--- src/rtl/regfile_pkg.sv ---
// regfile_pkg: shared register-file widths, register address type, arbiter priority pointer and the x0 constant
package regfile_pkg;
  localparam int DWIDTH = 32;
  localparam int AWIDTH = 5;
  typedef logic [AWIDTH-1:0] reg_addr_t;
  typedef enum logic {PRI_EX, PRI_MEM} pri_e;
  localparam reg_addr_t REG_ZERO = '0;
endpackage

--- src/rtl/regfile_wb_arbiter_bypass.sv ---
// rf_bypass_mux: one read port; forwards the in-flight write (we/wa/wd) when wa matches ra under REGFILE_WB_ARB_BYPASS_EN, else rd = rf_rd
module rf_bypass_mux #(
  parameter int DWIDTH = 32,
  parameter int AWIDTH = 5
) (
  input  logic              we,
  input  logic [AWIDTH-1:0] wa,
  input  logic [DWIDTH-1:0] wd,
  input  logic [AWIDTH-1:0] ra,
  input  logic [DWIDTH-1:0] rf_rd,
  output logic [DWIDTH-1:0] rd
);
`ifdef REGFILE_WB_ARB_BYPASS_EN
  assign rd = (we && wa == ra) ? wd : rf_rd;
`else
  logic unused_bypass;
  assign unused_bypass = ^{we, wa, wd, ra};
  assign rd = rf_rd;
`endif
endmodule

--- src/rtl/regfile_wb_arbiter.sv ---
// regfile_wb_arbiter: round-robin EX/MEM writeback arbiter (valid/ready) into a registered rf_we/rf_wa/rf_wd write stage, x0 writes suppressed, rd1/rd2 bypass under REGFILE_WB_ARB_BYPASS_EN
module regfile_wb_arbiter
  import regfile_pkg::*;
#(
  parameter int DWIDTH = regfile_pkg::DWIDTH,
  parameter int AWIDTH = regfile_pkg::AWIDTH
) (
  input  logic              clk,
  input  logic              rst,
  input  logic              stall,
  input  logic              ex_valid,
  output logic              ex_ready,
  input  logic [AWIDTH-1:0] ex_addr,
  input  logic [DWIDTH-1:0] ex_data,
  input  logic              mem_valid,
  output logic              mem_ready,
  input  logic [AWIDTH-1:0] mem_addr,
  input  logic [DWIDTH-1:0] mem_data,
  output logic              rf_we,
  output logic [AWIDTH-1:0] rf_wa,
  output logic [DWIDTH-1:0] rf_wd,
  input  logic [AWIDTH-1:0] ra1,
  input  logic [AWIDTH-1:0] ra2,
  input  logic [DWIDTH-1:0] rf_rd1,
  input  logic [DWIDTH-1:0] rf_rd2,
  output logic [DWIDTH-1:0] rd1,
  output logic [DWIDTH-1:0] rd2
);
  pri_e              pri, pri_nxt;
  logic              go, gnt;
  logic [AWIDTH-1:0] g_addr;
  logic [DWIDTH-1:0] g_data;
  always_comb begin
    go        = !rst && !stall;
    ex_ready  = go && ex_valid && (!mem_valid || pri == PRI_EX);
    mem_ready = go && mem_valid && (!ex_valid || pri == PRI_MEM);
    gnt       = ex_ready || mem_ready;
    g_addr    = ex_ready ? ex_addr : mem_addr;
    g_data    = ex_ready ? ex_data : mem_data;
    pri_nxt   = ex_ready ? PRI_MEM : mem_ready ? PRI_EX : pri;
  end
  always_ff @(posedge clk)
    pri <= rst ? PRI_EX : pri_nxt;
  always_ff @(posedge clk) begin
    if (rst) begin
      rf_we <= 1'b0;
      rf_wa <= '0;
      rf_wd <= '0;
    end else begin
      rf_we <= gnt && g_addr != AWIDTH'(REG_ZERO);
      if (gnt) begin
        rf_wa <= g_addr;
        rf_wd <= g_data;
      end
    end
  end
  rf_bypass_mux #(.DWIDTH(DWIDTH), .AWIDTH(AWIDTH)) u_byp1 (
    .we(rf_we), .wa(rf_wa), .wd(rf_wd), .ra(ra1), .rf_rd(rf_rd1), .rd(rd1)
  );
  rf_bypass_mux #(.DWIDTH(DWIDTH), .AWIDTH(AWIDTH)) u_byp2 (
    .we(rf_we), .wa(rf_wa), .wd(rf_wd), .ra(ra2), .rf_rd(rf_rd2), .rd(rd2)
  );
endmodule

--- config.mk ---
export PLATFORM = sky130hd
export DESIGN_NAME = regfile_wb_arbiter
export DESIGN_NICKNAME = d
export VERILOG_FILES = /design/src/rtl/regfile_pkg.sv /design/src/rtl/regfile_wb_arbiter_bypass.sv /design/src/rtl/regfile_wb_arbiter.sv
export SDC_FILE = /design/constraint.sdc
export NUM_CORES = 1
export LEC_CHECK = 0
export CAP_MARGIN = 25
export CORE_AREA = 2 2 101 103
export DETAILED_ROUTE_END_ITERATION = 8
export DIE_AREA = 0 0 103 105
export PLACE_DENSITY = 0.83
export SETUP_SLACK_MARGIN = 0.4
export SLEW_MARGIN = 0
export SYNTH_ARGS = -nofsm -noshare
export SYNTH_HDL_FRONTEND = slang
export SYNTH_SLANG_ARGS = --single-unit
--- constraint.sdc ---
create_clock -name clk -period 1.56 [get_ports clk]
set_input_delay 0.156 -clock clk [delete_from_list [all_inputs] [get_ports clk]]
set_output_delay 0.156 -clock clk [all_outputs]
set_load 0.05 [all_outputs]
==> results of run 1 <==
==> repair_timing <==
action	4_1_cts	5_1_grt
resized for setup	67	46
pin swaps	11	11
gates cloned	2	2
endpoints found under the setup margin	40	41
setup buffers	6	1
endpoints found under the hold margin	0	0
==> registers in the layout, summed over array words and instances (netlist names) <==
signal and count:
rf_we 1, pri 1, rf_wd 32, rf_wa 5
==> worst paths after layout <==
| check | from | cells after the start | end |
|---|---|---|---|
| max | pri$_SDFFE_PP0P_ | 4 | ex_ready |
| min reg2reg | rf_wd[17]$_SDFFE_PP0P_ | 2 | rf_wd[17]$_SDFFE_PP0P_ |
| max reg2reg | pri$_SDFFE_PP0P_ | 6 | rf_wd[12]$_SDFFE_PP0P_ |
| min | ex_addr[0] | 3 | rf_wa[0]$_SDFFE_PP0P_ |
==> worst reg2reg max path: stages, from the launching register on <==
cell and delay, ns:
dfxtp_2 0.33, a211o_4 0.35, buf_4 0.15, buf_8 0.13
buf_12 0.15, o21ai_2 0.13, a311oi_2 0.11
==> cells by family after synthesis <==
| kind of cell | Yosys count | synth area share, % |
|---|---|---|
| buffers and inverters | 101 | 26.6 |
| DFF | 39 | 31.9 |
| AOI/OAI and AO/OA | 115 | 29.8 |
| and+or+nand+nor | 47 | 11.7 |
==> placed cells by master (no fill, tap or decap), types with 2 or more instances in the layout <==
cell,instances
clkdlybuf4s50_1,70
buf_4,57
dfxtp_1,38
nand4_1,37
a21oi_1,36
o21ai_2,30
a311oi_1,30
a311oi_2,7
clkbuf_8,7
buf_12,7
buf_6,6
o21ai_4,5
or4_1,3
dlygate4sd2_1,3
buf_8,3
nor2_4,2
o21ai_1,2
buf_16,2
clkbuf_16,2
clkdlybuf4s15_1,2
==> report_power, final <==
| group | internal, mW | leakage, nW | switching [mW] |
|---|---|---|---|
| Sequential | 1.06 | 0.321 | 0.0391 |
| Clock | 0.404 | 0.0515 | 0.355 |
| Combinational | 0.474 | 1.01 | 0.596 |
==> through the flow <==
stage / hold WS, ns / power, mW / instance area, um2 / setup TNS, ns / util [%]
final: 0.290 / 2.93 / 3880 / 0 / 40.3
after global routing: 0.293 / 3.06 / 3880 / 0 / 40.3
after CTS: 0.253 / 2.89 / 3650 / 0 / 37.9
after detailed placement: 0.312 / 2.02 / 3320 / -7.67 / 34.4
after global placement: 0.312 / 2.00 / 3320 / -6.10 / 34.4
after floorplan: 0.321 / 2.04 / 2470 / 0 / -
==> metal layers <==
| layer | part of all wire, % | GRT usage (%) | up-vias |
|---|---|---|---|
| met2 | 49 | 26.9 | 161 |
| met1 | 40 | 19.1 | 1283 |
| met4 | 1.9 | 5.64 | 0 |
| met5 | 0 | 0 | - |
| met3 | 8.8 | 4.28 | 22 |
| li1 | - | - | 1216 |
==> layout make-up <==
class | count | area (um2)
Multi-Input combinational cell | 162 | 1280
Fill cell | 989 | 5760
Tap cell | 133 | 166
Sequential cell | 39 | 782
Clock buffer | 8 | 100
Timing Repair Buffer | 155 | 1550
Inverter | 1 | 3.75
==> results.py, run 1 <==
metrics = {
    "run_status": {
        "outcome": "finished clean",
    },
    "floorplan": {
        "core_um2": 9640,
        "start_util_pct": 25.4,
        "ios": 257,
        "fp.dieArea_um2": 10800,
        "die_x_um": 103,
        "die_h_um": 105,
        "rows": 36,
    },
    "setup_path": {
        "critPathRequiredTime_ns": 1.40,
        "crit_buf_inv": 2,
        "cp.arrival_ns": 1.35,
        "end_kind": "output pin",
        "crit_type": "flop to output pin",
        "crit_path_max_fanout": 3,
        "r2r_setup_slack_ns": 0.09,
        "slowest_delay_ns": 0.35,
        "cpMaxStageDelayCell": "a211o_4",
        "cp-start-kind": "flop",
        "crit_family": "compound AO/OA/AOI/OAI gates",
        "path_cells": "a211o_4, buf_6, nor2_4, buf_8",
    },
    "grt": {
        "gr-total-overflow": 0,
        "grt_use_total_pct": 15.9,
        "grt_max_degree": 30,
        "antenna_found_initial": 0,
        "grt_pass1_wl_um": 13400,
        "grt_pass1_vias": 2591,
    },
    "finish": {
        "fin_cells": 498,
        "area_delta_synth_final_pct": 58.5,
        "drive_above_1_share_pct": 38.1,
        "finalNetCount": 517,
        "diodes": 0,
    },
    "synthesis": {
        "syn_area_um2": 2450,
        "synthDistinctLibCells": 20,
        "synth_ff_type": "dfxtp_1",
        "async_flop_share_pct": 0,
        "synth_area_leaders": "dfxtp_1 (32%), buf_4 (21%), a311oi_1 (13%)",
        "yosys_register_bits": 39,
        "syn_avg_cell_area_um2": 8.11,
        "synth_top_area_share_pct": 31.9,
        "seq_area_frac_synth_pct": 31.9,
        "syn_nets": 455,
        "synth.most_common_cell": "buf_4",
        "synth.largest_area_cell": "dfxtp_1",
        "synth_common_cells": "buf_4 (68), dfxtp_1 (39), a21oi_1 (37), a311oi_1 (37), nand4_1 (37)",
        "synth_edf_count": 0,
        "yosysWarnings": 0,
        "syn-instance-count": 302,
    },
    "clocking": {
        "postCtsHoldBufs": 0,
        "insertion_delay_ns": 0.29,
        "htreeDepth": 2,
        "cts_tree": "done",
        "cts_sinks": 39,
        "cts_buffer_depth": 2,
        "cts_made_buffers": 5,
        "cts-root-buf": "clkbuf_8",
        "clk_pin_slew_ns": 0.08,
    },
    "timing": {
        "maxSlewHeadroom_pct": 74.7,
        "finalHoldViolCount": 0,
        "fin_skew_ns": 0.00595,
        "slew_violations": 0,
        "finalCritPeriodShare_pct": 96.4,
        "setup_viol": 0,
        "tightest_slew_ns": 0.379,
        "post-route-min-period_ns": 1.50,
        "grt_setup_unrepaired": "true",
        "fin_ws_ns": 0.0555,
        "max_freq_mhz": 665,
    },
    "drt": {
        "postRouteAntennaNets": 0,
        "drt_first_pass_iters": 5,
        "drt_first_iter_violations": 157,
        "post_drt_wl_per_cell_um": 19.6,
        "finalWirelength_um": 9740,
        "vias": 2682,
        "via_per_inst": 5.39,
        "drcViolationCount": 0,
    },
    "run": {
        "max-cap-violations": 0,
    },
    "placed_design": {
        "dp_hpwl_um": 6350,
        "dp_slack_ns": -0.284,
        "place_congestion": 0.751,
        "dp_cells": 479,
        "io_buffers": 118,
    },
    "power": {
        "power_density_nw_per_um2": 755,
        "p_leak_nw": 1.39,
        "ir_worst_vdd_mv": 0.306,
    },
    "min_path": {
        "hp-class": "input port to flop",
    },
}
Note: power is estimated with default switching activity, not from simulation.
==> run 2, diff against run 1 <==
Settings changed: TNS_END_PERCENT set to 30.
==> results.py, run 2 (synthesis gave the netlist of run 1 again) <==
metrics = {
    "setup_path": {
        "critPathRequiredTime_ns": 1.40,
        "path_cells": "a211o_4, buf_12, nor2_4, buf_12",
        "crit_type": "flop to output pin",
        "end_kind": "output pin",
        "cp.arrival_ns": 1.38,
        "cpMostUsedCell": "buf_12",
        "r2r_setup_slack_ns": 0.05,
        "cpMaxStageDelayCell": "a211o_4",
        "crit_path_max_fanout": 3,
        "cp-start-kind": "flop",
        "slowest_delay_ns": 0.36,
    },
    "drt": {
        "postRouteAntennaNets": 0,
        "via_per_inst": 5.49,
        "drcViolationCount": 0,
        "finalWirelength_um": 9050,
        "post_drt_wl_per_cell_um": 18.7,
        "drt_first_pass_iters": 6,
        "vias": 2655,
        "drt_first_iter_violations": 102,
    },
    "timing": {
        "max_freq_mhz": 652,
        "finalCritPeriodShare_pct": 98.4,
        "setup_viol": 0,
        "grt_setup_unrepaired": "true",
        "fin_hold_ws_ns": 0.312,
        "maxSlewHeadroom_pct": 78.8,
        "post-route-min-period_ns": 1.53,
        "slew_violations": 0,
        "finalHoldViolCount": 0,
        "fin_skew_ns": 0.00401,
        "tightest_slew_ns": 0.318,
    },
    "finish": {
        "drive_above_1_share_pct": 29.1,
        "area_delta_synth_final_pct": 45.3,
        "registers.top_by_ff_count": "rf_wd",
        "most-common-layout-cells": "clkdlybuf4s50_1 (71), buf_4 (53), dfxtp_1 (38)",
        "largest_reg_flops": 32,
        "finalNetCount": 505,
        "diodes": 0,
        "top_regs": "rf_wd x32, rf_wa x5",
        "mostFrequentLayoutCell": "clkdlybuf4s50_1",
    },
    "placed_design": {
        "io_buffers": 118,
        "place_congestion": 0.711,
        "dp_hpwl_um": 6010,
    },
    "clocking": {
        "clk_pin_slew_ns": 0.07,
        "postCtsHoldBufs": 0,
        "cts_sinks": 39,
        "cts-root-buf": "clkbuf_8",
        "cts_buffer_depth": 2,
        "htreeDepth": 2,
        "cts_made_buffers": 5,
        "cts_tree": "done",
        "insertion_delay_ns": 0.28,
    },
    "grt": {
        "antenna_found_initial": 0,
        "grt_pass1_wl_um": 13100,
        "grt_max_degree": 35,
        "gr-total-overflow": 0,
        "grt_pass1_vias": 2551,
        "grt_use_total_pct": 15.5,
    },
    "floorplan": {
        "die_x_um": 103,
        "die_h_um": 105,
        "start_util_pct": 25.4,
        "fp.dieArea_um2": 10800,
        "rows": 36,
        "core_um2": 9640,
        "ios": 257,
    },
    "power": {
        "p_total_mw": 2.72,
        "ir_worst_vdd_mv": 0.305,
        "p_leak_nw": 1.25,
        "power_density_nw_per_um2": 764,
    },
    "run": {
        "max-cap-violations": 0,
    },
    "run_status": {
        "outcome": "finished clean",
    },
    "min_path": {
        "hp-class": "input port to output pin",
    },
}
run 2: timing repair:
item | CTS | global route
setup buffers | 5 | 0
gates resized for setup | 19 | 46
gates cloned | 1 | 0
pin swaps | 5 | 5
endpoints found under the setup margin | 40 | 41
run 2: worst paths after layout:
kind                            depth (start not counted)                    from                      to
worst max-delay path                                    4        pri$_SDFFE_PP0P_                ex_ready
worst min-delay path                                    0              rf_rd1[24]                 rd1[24]
worst max register to register                          4        pri$_SDFFE_PP0P_        rf_we$_SDFF_PP0_
worst min register to register                          2  rf_wd[27]$_SDFFE_PP0P_  rf_wd[27]$_SDFFE_PP0P_
run 2: routing by layer:
layer / vias to the layer above / wire [um] / GRT usage (%)
li1: 1193 / - / -
met3: 42 / 798 / 3.41
met5: - / 0 / 0
met4: 0 / 259 / 7.33
met1: 1265 / 3700 / 18.8
met2: 155 / 4290 / 25.5
run 2: worst max-delay path, delay by kind of cell, from the launching register on:
| kind | cells | cell delay [ns] |
|---|---|---|
| buffers and inverters | 2 | 0.28 |
| and+or+nand+nor | 1 | 0.11 |
| AOI/OAI and AO/OA | 1 | 0.36 |
| DFF | 1 | 0.33 |
run 2: area by class of cell:
class,instances,area (um2)
flip-flops and latches,39,782
well taps,133,166
repair buffers,143,1390
clock buffers,6,72.6
inverters,1,3.75
fillers,999,6080
multi-input cells,162,1150
run 2: power by group:
group	switching (mW)	internal [mW]	total (mW)	leakage, nW
combinational	0.556	0.420	0.976	0.887
sequential	0.0379	1.06	1.10	0.321
clock	0.347	0.299	0.645	0.0371
run 2: through the flow:
stage	cells	setup TNS [ns]	cell area [um2]	worst slack (ns)	utilization, %
after floorplan	302	0	2460	0.279	-
after global placement	472	-3.77	3280	-0.253	34.1
after detailed placement	472	-4.87	3280	-0.253	34.1
after CTS	484	0	3470	0.0286	36.0
after global routing	484	-0.00126	3560	-0.00126	36.9
final	484	0	3560	0.0253	36.9
